`src/rtl/tdm_pkg.sv`:
```
// Shared types and constants for the two-channel TDM receiver.
package tdm_pkg;

    typedef enum logic [1:0] {
        IDLE = 2'd0,
        CH0  = 2'd1,
        CH1  = 2'd2,
        PAR  = 2'd3
    } tdm_state_e;

    localparam int TDM_WIDTH = 8;

    // Even parity over the two channel words: the parity bit equals this XOR.
    function automatic logic frame_parity(input logic [TDM_WIDTH-1:0] w0,
                                          input logic [TDM_WIDTH-1:0] w1);
        return (^w0) ^ (^w1);
    endfunction

endpackage

```
`src/rtl/tdm_demux2_sipo.sv`:
```
// Serial-in/parallel-out shift register, MSB first, with shift enable and
// synchronous clear. One instance per channel.
module tdm_sipo #(
    parameter int WIDTH = 8
) (
    input  logic             clk,
    input  logic             clr,
    input  logic             en,
    input  logic             d,
    output logic [WIDTH-1:0] q
);

    always_ff @(posedge clk) begin
        if (clr) begin
            q <= '0;
        end else if (en) begin
            q <= {q[WIDTH-2:0], d};
        end
    end

endmodule

```
`src/rtl/tdm_demux2.sv`:
```
// Two-channel TDM demultiplexer: sync-aligned frame of ch0 then ch1 words.
// Optional trailing even-parity bit when TDM_DEMUX2_PARITY_EN is defined.
//
// Handshake: valid is a one-cycle strobe with no back-pressure; ch0_q/ch1_q
// change only in the cycle valid is high and hold until the next strobe.
module tdm_demux2
    import tdm_pkg::*;
#(
    parameter int WIDTH = TDM_WIDTH
) (
    input  logic             clk,
    input  logic             reset,
    input  logic             d,
    input  logic             sync,
    output logic [WIDTH-1:0] ch0_q,
    output logic [WIDTH-1:0] ch1_q,
    output logic             valid,
    output logic             err,
    output logic [1:0]       fsm_state
);

    localparam int CW = (WIDTH > 2) ? $clog2(WIDTH) : 1;
    localparam logic [CW-1:0] LAST = CW'(WIDTH - 1);
    localparam logic [CW-1:0] ONE  = CW'(1);

    tdm_state_e      state;
    logic [CW-1:0]   cnt;
    logic [WIDTH-1:0] sh0;
    logic [WIDTH-1:0] sh1;
    logic            en0;
    logic            en1;

    // Any sync (re)starts a frame, so its bit always lands in the ch0 shifter.
    assign en0 = sync | (state == CH0);
    assign en1 = (state == CH1) & ~sync;
    assign fsm_state = state;

    tdm_sipo #(.WIDTH(WIDTH)) u_sipo0 (
        .clk (clk),
        .clr (reset),
        .en  (en0),
        .d   (d),
        .q   (sh0)
    );

    tdm_sipo #(.WIDTH(WIDTH)) u_sipo1 (
        .clk (clk),
        .clr (reset),
        .en  (en1),
        .d   (d),
        .q   (sh1)
    );

    always_ff @(posedge clk) begin
        if (reset) begin
            state <= IDLE;
            cnt   <= '0;
            ch0_q <= '0;
            ch1_q <= '0;
            valid <= 1'b0;
            err   <= 1'b0;
        end else begin
            valid <= 1'b0;
            err   <= 1'b0;
            case (state)
                IDLE: begin
                    if (sync) begin
                        state <= CH0;
                        cnt   <= ONE;
                    end
                end
                CH0: begin
                    if (sync) begin
                        err <= 1'b1;
                        cnt <= ONE;
                    end else if (cnt == LAST) begin
                        cnt   <= '0;
                        state <= CH1;
                    end else begin
                        cnt <= cnt + ONE;
                    end
                end
                CH1: begin
                    if (sync) begin
                        err   <= 1'b1;
                        cnt   <= ONE;
                        state <= CH0;
                    end else if (cnt == LAST) begin
                        cnt <= '0;
`ifdef TDM_DEMUX2_PARITY_EN
                        state <= PAR;
`else
                        ch0_q <= sh0;
                        ch1_q <= {sh1[WIDTH-2:0], d};
                        valid <= 1'b1;
                        state <= IDLE;
`endif
                    end else begin
                        cnt <= cnt + ONE;
                    end
                end
`ifdef TDM_DEMUX2_PARITY_EN
                PAR: begin
                    if (sync) begin
                        err   <= 1'b1;
                        cnt   <= ONE;
                        state <= CH0;
                    end else if (((^sh0) ^ (^sh1)) != d) begin
                        err   <= 1'b1;
                        state <= IDLE;
                    end else begin
                        ch0_q <= sh0;
                        ch1_q <= sh1;
                        valid <= 1'b1;
                        state <= IDLE;
                    end
                end
`endif
                default: begin
                    state <= IDLE;
                    cnt   <= '0;
                end
            endcase
        end
    end

endmodule

```
`config.mk`:
```
export PLATFORM = sky130hd
export DESIGN_NAME = tdm_demux2
export DESIGN_NICKNAME = d
export VERILOG_FILES = /design/src/rtl/tdm_pkg.sv /design/src/rtl/tdm_demux2_sipo.sv /design/src/rtl/tdm_demux2.sv
export SDC_FILE = /design/constraint.sdc
export NUM_CORES = 1
export LEC_CHECK = 0
export CORE_UTILIZATION = 37
export CTS_CLUSTER_SIZE = 28
export DETAILED_ROUTE_END_ITERATION = 8
export PLACE_DENSITY = 0.67
export SYNTH_ARGS = -nofsm -noshare
export SYNTH_HDL_FRONTEND = slang
export SYNTH_HIERARCHICAL = 1
export SYNTH_SLANG_ARGS = --single-unit
```
`constraint.sdc`:
```
create_clock -name clk -period 2.2 [get_ports clk]
set_input_delay 0.44 -clock clk [delete_from_list [all_inputs] [get_ports clk]]
set_output_delay 0.44 -clock clk [all_outputs]
set_load 0.1 [all_outputs]
```
==> reports/results.tsv, run 1 <==
stage	metric	value	unit
layout	share of post-route cells with drive strength above 1	25.0	%
run	total of max-cap violations	0	
global_routing	gr ovfl total	0	
critical_path	Critical Path RT	2360	ps
detailed_routing	total wire length	2.80	mm
cts	CTS tree	done	
floorplanning	die height	67.0	um
worst_hold_path	HP Class	flop to flop	
layout	diode count	0	
timing	Slew Viols, Final	0	
yosys	Syn Nets	175	
critical_path	CP max stage cell	clkdlybuf4s50_1	
critical_path	Buf+Inv Stages, Crit Path	1	
timing	Final setup viols	0	
detailed_routing	first-pass iteration count of the detailed router	2	
critical_path	critical path's largest stage delay	570	ps
layout	Finished Core Util	46.0	%
cts	Post-CTS Setup Bufs	0	
critical_path	CP Cell Sequence	clkdlybuf4s50_1 -> or2_2 -> mux2i_1 -> nor2_1	
layout	layout net count	198	
layout	most frequent cells in the layout	38 x dfxtp_1, 30 x nand2_1, 22 x buf_4	
floorplanning	initial core utilization	38.8	%
floorplanning	IO Count	24	
placed_design	Detailed Place HPWL	1.77	mm
placed_design	port buffer count	23	
power_and_ir_drop	maximum VDD drop	0.350	mV
detailed_routing	DR WL/cell	11.8	um
power_and_ir_drop	leakage power	0.733	nW
global_routing	first-pass GRT wire length	4.38	mm
timing	setup TNS	0	ps
critical_path	Worst R2R Setup Slack	660	ps
timing	Slew HR	70.6	%
cts	H-tree depth	2	
yosys	synthesis warning total	6	
floorplanning	die area	0.00448	sq mm
timing	clk_skew	7.84	ps
cts	clock sink count	38	
critical_path	Setup CP Type	input pin to flop	
critical_path	Worst Path Max Fanout	8	
floorplanning	Cell Rows	23	
layout	Syn-to-layout area delta	18.7	%
timing	final hold slack	457	ps
critical_path	CP arrival	1730	ps
placed_design	Placement Setup Slack	340	ps
detailed_routing	vias per std cell	4.76	
global_routing	vias in the first global route	948	
floorplanning	die span in x	67.0	um
detailed_routing	# DRC	0	
yosys	Synth Instances	164	
outcome	outcome	complete, no violations	
timing	pin slew with the least headroom to its limit	441	ps
cts	Root Buffer	clkbuf_8	
cts	insertion delay to the later sink of the worst-skew pair	290	ps
layout	post-route insts no fill	238	
yosys	Mean Syn Cell Area	9.52	sq um
timing	Final WS setup	631	ps
critical_path	Setup crit end kind	flop	
global_routing	initial antenna violation count	0	
detailed_routing	antenna viol nets, final	0	
layout	commonest non-fill, non-tap cell in the layout	dfxtp_1	
placed_design	placed cell count	230	
detailed_routing	DR iter-0 viols	47	
cts	cts bufs inserted	5	
cts	worst-case clock buffer depth	2	
timing	Fin. Hold Viols	0	
cts	hold_buf cts	0	
floorplanning	core area	0.00403	sq mm
detailed_routing	vias	1132	
cts	CTS-repair resized insts	0	
placed_design	Placer Congestion	0.732	
timing	ratio of final minimum period to clock period	71.3	%
global_routing	largest net degree at the start of global routing	39	
critical_path	startpoint types	input pin	
yosys	mapped cell area	0.00156	sq mm
layout	# fillers	408	
global_routing	GRT Total Usage	13.7	%
timing	minimum clock period after layout	1570	ps
timing	Max Clock Freq	0.637	GHz
critical_path	family with the most delay on the worst path	buffers and inverters	
timing	RSZ-0062 raised after global routing	false	
cts	clock slew at reported path FFs	70	ps
power_and_ir_drop	PD cells	774	mW/mm^2
[worst paths after layout]
check,startpoint,to,cells past startpoint
max,sync,u_sipo0/q[2]$_SDFFE_PP0P_,4
min,ch0_q[6]$_SDFFE_PP0P_,ch0_q[6]$_SDFFE_PP0P_,2
max reg2reg,fsm_state[0]$_SDFFE_PP0P_,ch0_q[2]$_SDFFE_PP0P_,6
min reg2reg,ch0_q[6]$_SDFFE_PP0P_,ch0_q[6]$_SDFFE_PP0P_,2
[flip-flops by register name, summed over array words and instances, names as in the netlist]
register   cells
u_sipo1/q      7
cnt            3
err            1
u_sipo0/q      8
valid          1
ch1_q          8
fsm_state      2
ch0_q          8
[per-stage QoR]
stage               power (W)  area [sq um]
global placement     0.000883          1740
finish                0.00143          1850
global route          0.00149          1850
floorplan            0.000854          1560
CTS                   0.00145          1850
detailed placement   0.000885          1740
[report_power, final]
part | leakage, nW | internal (W) | switching [W] | total, W
sequential | 0.307 | 0.000700 | 0.0000119 | 0.000712
clock | 0.0575 | 0.000317 | 0.000249 | 0.000565
combinational | 0.369 | 0.0000541 | 0.000102 | 0.000156
[worst reg2reg max path, stage by stage, from the launching register on]
cell     delay [ps]
dfxtp_1         430
inv_1           100
ha_1            240
nor2b_4         140
nand2_2         300
nand2_1         130
a21oi_2         140
[cell type report]
type                    count  area [sq um]  area share [%]
clock buffers               8           110            5.94
flip-flops and latches     38           761            41.1
repair buffers             25           195            10.5
multi-input cells         114           713            38.5
well taps                  50          62.6            3.38
inverters                   3          11.3           0.608
[layer usage]
| metal | GRT usage [%] | vias up | wire, um |
|---|---|---|---|
| met3 | 4.62 | 5 | 131 |
| met2 | 20.5 | 19 | 1160 |
| met1 | 17.0 | 518 | 1460 |
| li1 | - | 590 | - |
| met4 | 7.98 | 0 | 50 |
| met5 | 0 | - | 0 |
No activity file was read; power rests on OpenSTA's default activity.
==> run 2, diff against run 1 <==
Settings changed: PLACE_DENSITY 0.67 to 0.69.
Clock period 2.2 ns to 1.3 ns, I/O delays scaled along.
==> run 2 against run 1 <==
Effect of this change: clock power is 45% higher; the run now ends with setup timing left; design area rose by 23%; worst hold slack improved by 9.3 ps; utilization up 11 points.
==> reports/results.tsv, run 2 (synthesis gave the netlist of run 1 again) <==
stage	metric	value	unit	change
floorplanning	die height	67.0	um	unchanged
cts	clock slew at reported path FFs	70	ps	about the same
detailed_routing	first-pass iteration count of the detailed router	4		+2
cts	insertion delay to the later sink of the worst-skew pair	290	ps	about the same
timing	Slew Viols, Final	0		unchanged
cts	Root Buffer	clkbuf_8		
timing	Slew HR	80.1	%	+9.5 points
detailed_routing	# DRC	0		unchanged
cts	clock sink count	38		unchanged
run	total of max-cap violations	0		unchanged
critical_path	Setup CP Type	flop to flop		
placed_design	port buffer count	23		unchanged
layout	diode count	0		unchanged
detailed_routing	vias	1160		+2.5%
placed_design	Detailed Place HPWL	1.99	mm	+13%
layout	Syn-to-layout area delta	46.3	%	
timing	ratio of final minimum period to clock period	101	%	
detailed_routing	DR WL/cell	11.9	um	+1.0%
timing	Fin. Hold Viols	0		unchanged
power_and_ir_drop	clock network fraction of design power	34.5	%	-4.9 points
layout	Register Area	771	sq um	+1.3%
critical_path	worst flop-to-flop path startpoint	cnt[1]$_SDFFE_PP0N_		
global_routing	largest net degree at the start of global routing	39		unchanged
cts	worst-case clock buffer depth	2		unchanged
global_routing	vias in the first global route	1088		+15%
layout	area of the multi-input gates	813	sq um	+14%
floorplanning	initial core utilization	38.8	%	unchanged
critical_path	startpoint types	flop		
floorplanning	core area	0.00403	sq mm	unchanged
outcome	outcome	complete, but fails checks		
critical_path	Worst R2R Setup Slack	-9	ps	-670 ps
timing	setup TNS	-16.5	ps	-16.5 ps
timing	Final WS setup	-8.61	ps	-640 ps
detailed_routing	total wire length	2.92	mm	+4.4%
layout	post-route insts no fill	246		+3.4%
floorplanning	Cell Rows	23		unchanged
detailed_routing	vias per std cell	4.72		-0.86%
critical_path	Critical Path Source	cnt[1]$_SDFFE_PP0N_		
cts	CTS tree	done		
critical_path	Worst Path Max Fanout	2		-6
power_and_ir_drop	Int Pwr	0.00177	W	+65%
cts	Post-CTS Setup Bufs	0		unchanged
critical_path	Setup crit end kind	flop		
power_and_ir_drop	Sw Pwr	0.000617	W	+70%
global_routing	GRT Total Usage	15.6	%	+1.9 points
floorplanning	die span in x	67.0	um	unchanged
power_and_ir_drop	Comb pwr share	14.7	%	+3.8 points
worst_hold_path	Worst Min Path Start	u_sipo0/q[7]$_SDFFE_PP0P_		
power_and_ir_drop	register share of total power	50.8	%	+1.1 points
critical_path	CP arrival	1530	ps	-200 ps
floorplanning	IO Count	24		unchanged
critical_path	last element of the critical path	cnt[2]$_SDFFE_PP0N_		
timing	final hold slack	466	ps	+9.33 ps
floorplanning	die area	0.00448	sq mm	unchanged
timing	Max Clock Freq	0.764	GHz	
timing	clk_skew	6.43	ps	-1.41 ps
timing	Final setup viols	2		+2
timing	pin slew with the least headroom to its limit	298	ps	-143 ps
detailed_routing	antenna viol nets, final	0		unchanged
timing	RSZ-0062 raised after global routing	true		
cts	hold_buf cts	0		unchanged
layout	Largest regs	ch0_q x8, ch1_q x8, u_sipo0/q x8		
global_routing	initial antenna violation count	0		unchanged
global_routing	first-pass GRT wire length	4.97	mm	+14%
placed_design	placed cell count	238		+3.5%
power_and_ir_drop	Sw Ratio	25.9	%	+0.56 points
layout	most frequent cells in the layout	34 x dfxtp_1, 23 x nand2_1, 22 x buf_12		
layout	share of post-route cells with drive strength above 1	39.3	%	+14 points
critical_path	R2R cell count	5		-1
critical_path	Critical Path RT	1520	ps	-840 ps
cts	H-tree depth	2		unchanged
detailed_routing	DR iter-0 viols	66		+40%
layout	# fillers	369		-9.6%
power_and_ir_drop	PD cells	1040	mW/mm^2	+35%
layout	commonest non-fill, non-tap cell in the layout	dfxtp_1		
placed_design	Placer Congestion	0.739		+1.0%
timing	minimum clock period after layout	1310	ps	
layout	layout net count	206		+4.0%
power_and_ir_drop	maximum VDD drop	0.531	mV	+51%
global_routing	gr ovfl total	0		unchanged
power_and_ir_drop	leakage power	0.868	nW	+18%
critical_path	reg-to-reg endpoint	cnt[2]$_SDFFE_PP0N_		
outcome	failing checks	setup timing		
worst_hold_path	HP Class	flop to flop		
cts	cts bufs inserted	5		unchanged
run 2: cell types whose count changed in the layout (fill, tap and decap cells not counted), sizes merged:
cell	previous run	this run
buf	22	30
clkdlybuf4s50	3	2
clkinv	0	1
dlymetal6s2s	0	1
clkbuf	8	7
run 2: metal layers:
layer | global-route usage (%) | vias up | share of wire, %
met4 | 8.78 | 0 | 2.5
met3 | 6.34 | 6 | 4.2
met5 | 0 | - | 0
met1 | 18.9 | 535 | 48
met2 | 23.0 | 20 | 45
li1 | - | 599 | -
run 2: worst min path at each step:
stage	endpoint	slack (ps)	cells past startpoint
floorplan	cnt[1]$_SDFFE_PP0N_	340	1
global placement	ch0_q[7]$_SDFFE_PP0P_	450	2
CTS	ch0_q[7]$_SDFFE_PP0P_	470	2
detailed placement	ch0_q[7]$_SDFFE_PP0P_	450	2
global route	ch0_q[7]$_SDFFE_PP0P_	490	2
finish	ch0_q[7]$_SDFFE_PP0P_	470	2
run 2: through the flow:
stage / total power [W] / instance area, sq um / setup slack, ps / util (%)
after detailed placement: 0.00157 / 2130 / -278 / 52.8
final: 0.00238 / 2280 / -8.61 / 56.7
after CTS: 0.00241 / 2250 / -32.0 / 55.8
after global placement: 0.00156 / 2130 / -242 / 52.8
after floorplan: 0.00146 / 1610 / -240 / -
after global routing: 0.00251 / 2280 / -105 / 56.7
run 2: area by class of cell:
class	count	area share [%]
Clock buffer	7	3.78
Clock inverter	1	0.219
Inverter	3	0.602
Multi-Input combinational cell	114	35.6
Sequential cell	38	33.7
Tap cell	50	2.74
Timing Repair Buffer	33	23.3
run 2: critical path, stage by stage, from the launching register on:
cell	delay, ps
dfxtp_2	340
ha_4	160
ha_4	250
nor4bb_1	280
a21oi_1	70
nor3_1	140
run 2: what timing repair did:
item | CTS | global route
resized for setup | 7 | 9
pin swaps | 6 | 3
gates cloned | 0 | 0
setup endpoints to repair | 27 | 29
run 2: power by group through the flow:
| stage | logic [W] | registers, W | clock network (W) |
|---|---|---|---|
| after detailed placement | 0.000333 | 0.00123 | 0 |
| after global routing | 0.000381 | 0.00121 | 0.000914 |
| final | 0.000350 | 0.00121 | 0.000822 |
| after CTS | 0.000339 | 0.00121 | 0.000858 |
| after floorplan | 0.000157 | 0.00130 | 0 |
| after global placement | 0.000327 | 0.00123 | 0 |
==> variant (settings of run 2) <==
Change the package constant `TDM_WIDTH` from 8 to 16.
--- a/src/rtl/tdm_pkg.sv
+++ b/src/rtl/tdm_pkg.sv
@@ -10,3 +10,3 @@
 
-    localparam int TDM_WIDTH = 8;
+    localparam int TDM_WIDTH = 16;
 
Interface: changed (resized ch0_q and ch1_q); port bits go from 24 to 40. No check against the original RTL was run, so the function may have changed too.
==> variant against run 2 <==
- the flow still finishes with violations (negative setup slack)
- total power grew to 2.6 times the old value
- sequential cell count is 33 higher
- hold slack worse by 0.22 ns
- sequential share of layout area is 1.2 points lower
- worst setup slack worse by 0.16 ns
- fmax is 11% lower
- area after synthesis is 84% higher
- first-iteration DRC count is 80% higher
- routed wire length is 130% higher
- design area is 92% higher
==> variant: results (changes against run 2) <==
Layout:
- The largest registers in the layout are ch0_q x16, ch1_q x16, u_sipo0/q x16.
- The ratio of cells with drive above 1 in the final layout is 33.33% (-6.0 points).
- The non-filler instance count after layout was 468 (+90%).
- The net count reported at finish was 374 (+82%).

Pwr:
- The clock network power is 1.95 mW (+140%).
- The switching share of power is 29.09% (+3.2 points).
- The largest vdd supply drop was 0.8481 mV (+60%).
- The static power due to leakage is 1.613 nW (+86%).
- The share of total power in the clock network came to 32.1% (-2.4 points).
- The share of total power in combinational logic was 30.1% (+15 points).

Placement:
- The setup slack after placement is -0.3982 ns (-0.1207 ns).
- The final HPWL from detailed placement was 3793 um (+90%).
- The final RePlAce weighted congestion was 0.7382 (-0.16%).
- The post-placement cell count is 443 (+86%).
- The count of input and output buffers is 39 (+70%).

Setup path:
- The kind of cell with the highest combined delay along the critical path is buffers and inverters.
- The critical path data arrival time came to 1.69 ns (+0.16 ns).
- The critical path endpoint is u_sipo1/q[12].
- The slowest stage of the critical path is the dfxtp_4 cell.
- The startpoint identified for the worst register-to-register timing path is fsm_state[0].
- The cell depth of the worst flop-to-flop path came to 8 (+3).

Global routing:
- The via count of the first global-routing pass is 2235 (+110%).
- The wire length of the first global-routing pass is 10870 um (+120%).
- The pin count of the biggest net entering global routing is 65 (+67%).
- The overall global routing resource usage is 16.78% (+1.2 points).

Min path:
- The endpoint with the worst hold slack is err.
- The startpoint identified for the worst hold timing path is reset.
- The min-delay analysis places its worst path in the category primary input to register.

Timing:
- The final critical-path setup slack is -0.1685 ns (-0.1599 ns).
- The final hold slack was 0.2465 ns (-0.2197 ns).
- The setup-violating endpoint count in the final report is 68 (+66).
- The slew at the pin closest to its max-slew limit was 0.2961 ns (-0.001573 ns).
- The clock tree skew after final layout came to 0.007432 ns (+0.001006 ns).

Routing:
- The number of iterations in the first detailed-routing pass is 5 (+1).
- The post-detailed-route via-to-cell ratio is 5.194 (+10%).
- The total detailed-routing wirelength was 6686 um (+130%).
- The initial DRC count is 119 (+80%).

Outcome:
- The run finished, with violations left.
- The final reports fail on negative setup slack.

Yosys:
- The synthesized netlist cell count is 305 (+86%).
- The synthesized netlist net count is 315 (+80%).

Clocking:
- The deepest level of the CTS H-tree is 3 (+1).
- The clock latency on the worst-skew pair is 0.35 ns (+0.06 ns).
-- variant: area by class of cell --
type,instances,area share [%]
inverters,4,0.6261
clock buffers,11,3.216
well taps,99,2.817
flip-flops and latches,71,32.58
clock inverters,5,1.850
repair buffers,76,27.21
multi-input cells,202,31.70
-- variant: per-stage QoR --
stage | cell area, um^2 | utilization (%) | setup TNS [ns]
global route | 4397 | 59.66 | -11.18
floorplan | 2960 | - | -14.68
global placement | 3896 | 52.87 | -19.92
detailed placement | 3896 | 52.87 | -21.53
CTS | 4260 | 57.81 | -5.858
finish | 4397 | 59.66 | -6.506
-- variant: timing repair --
item	4_1_cts	5_1_grt
resized for setup	19	22
hold endpoints to repair	0	0
buffers inserted	0	3
pin swaps	3	11
setup endpoints to repair	69	70
cloned	4	2
-- variant: per-layer routing --
metal | vias up | wire [um] | global-route usage, %
met5 | - | 0 | 0
met4 | 0 | 165 | 7.258
met3 | 14 | 263 | 3.638
met2 | 62 | 3222 | 26.40
met1 | 1171 | 3034 | 22.09
li1 | 1184 | - | -
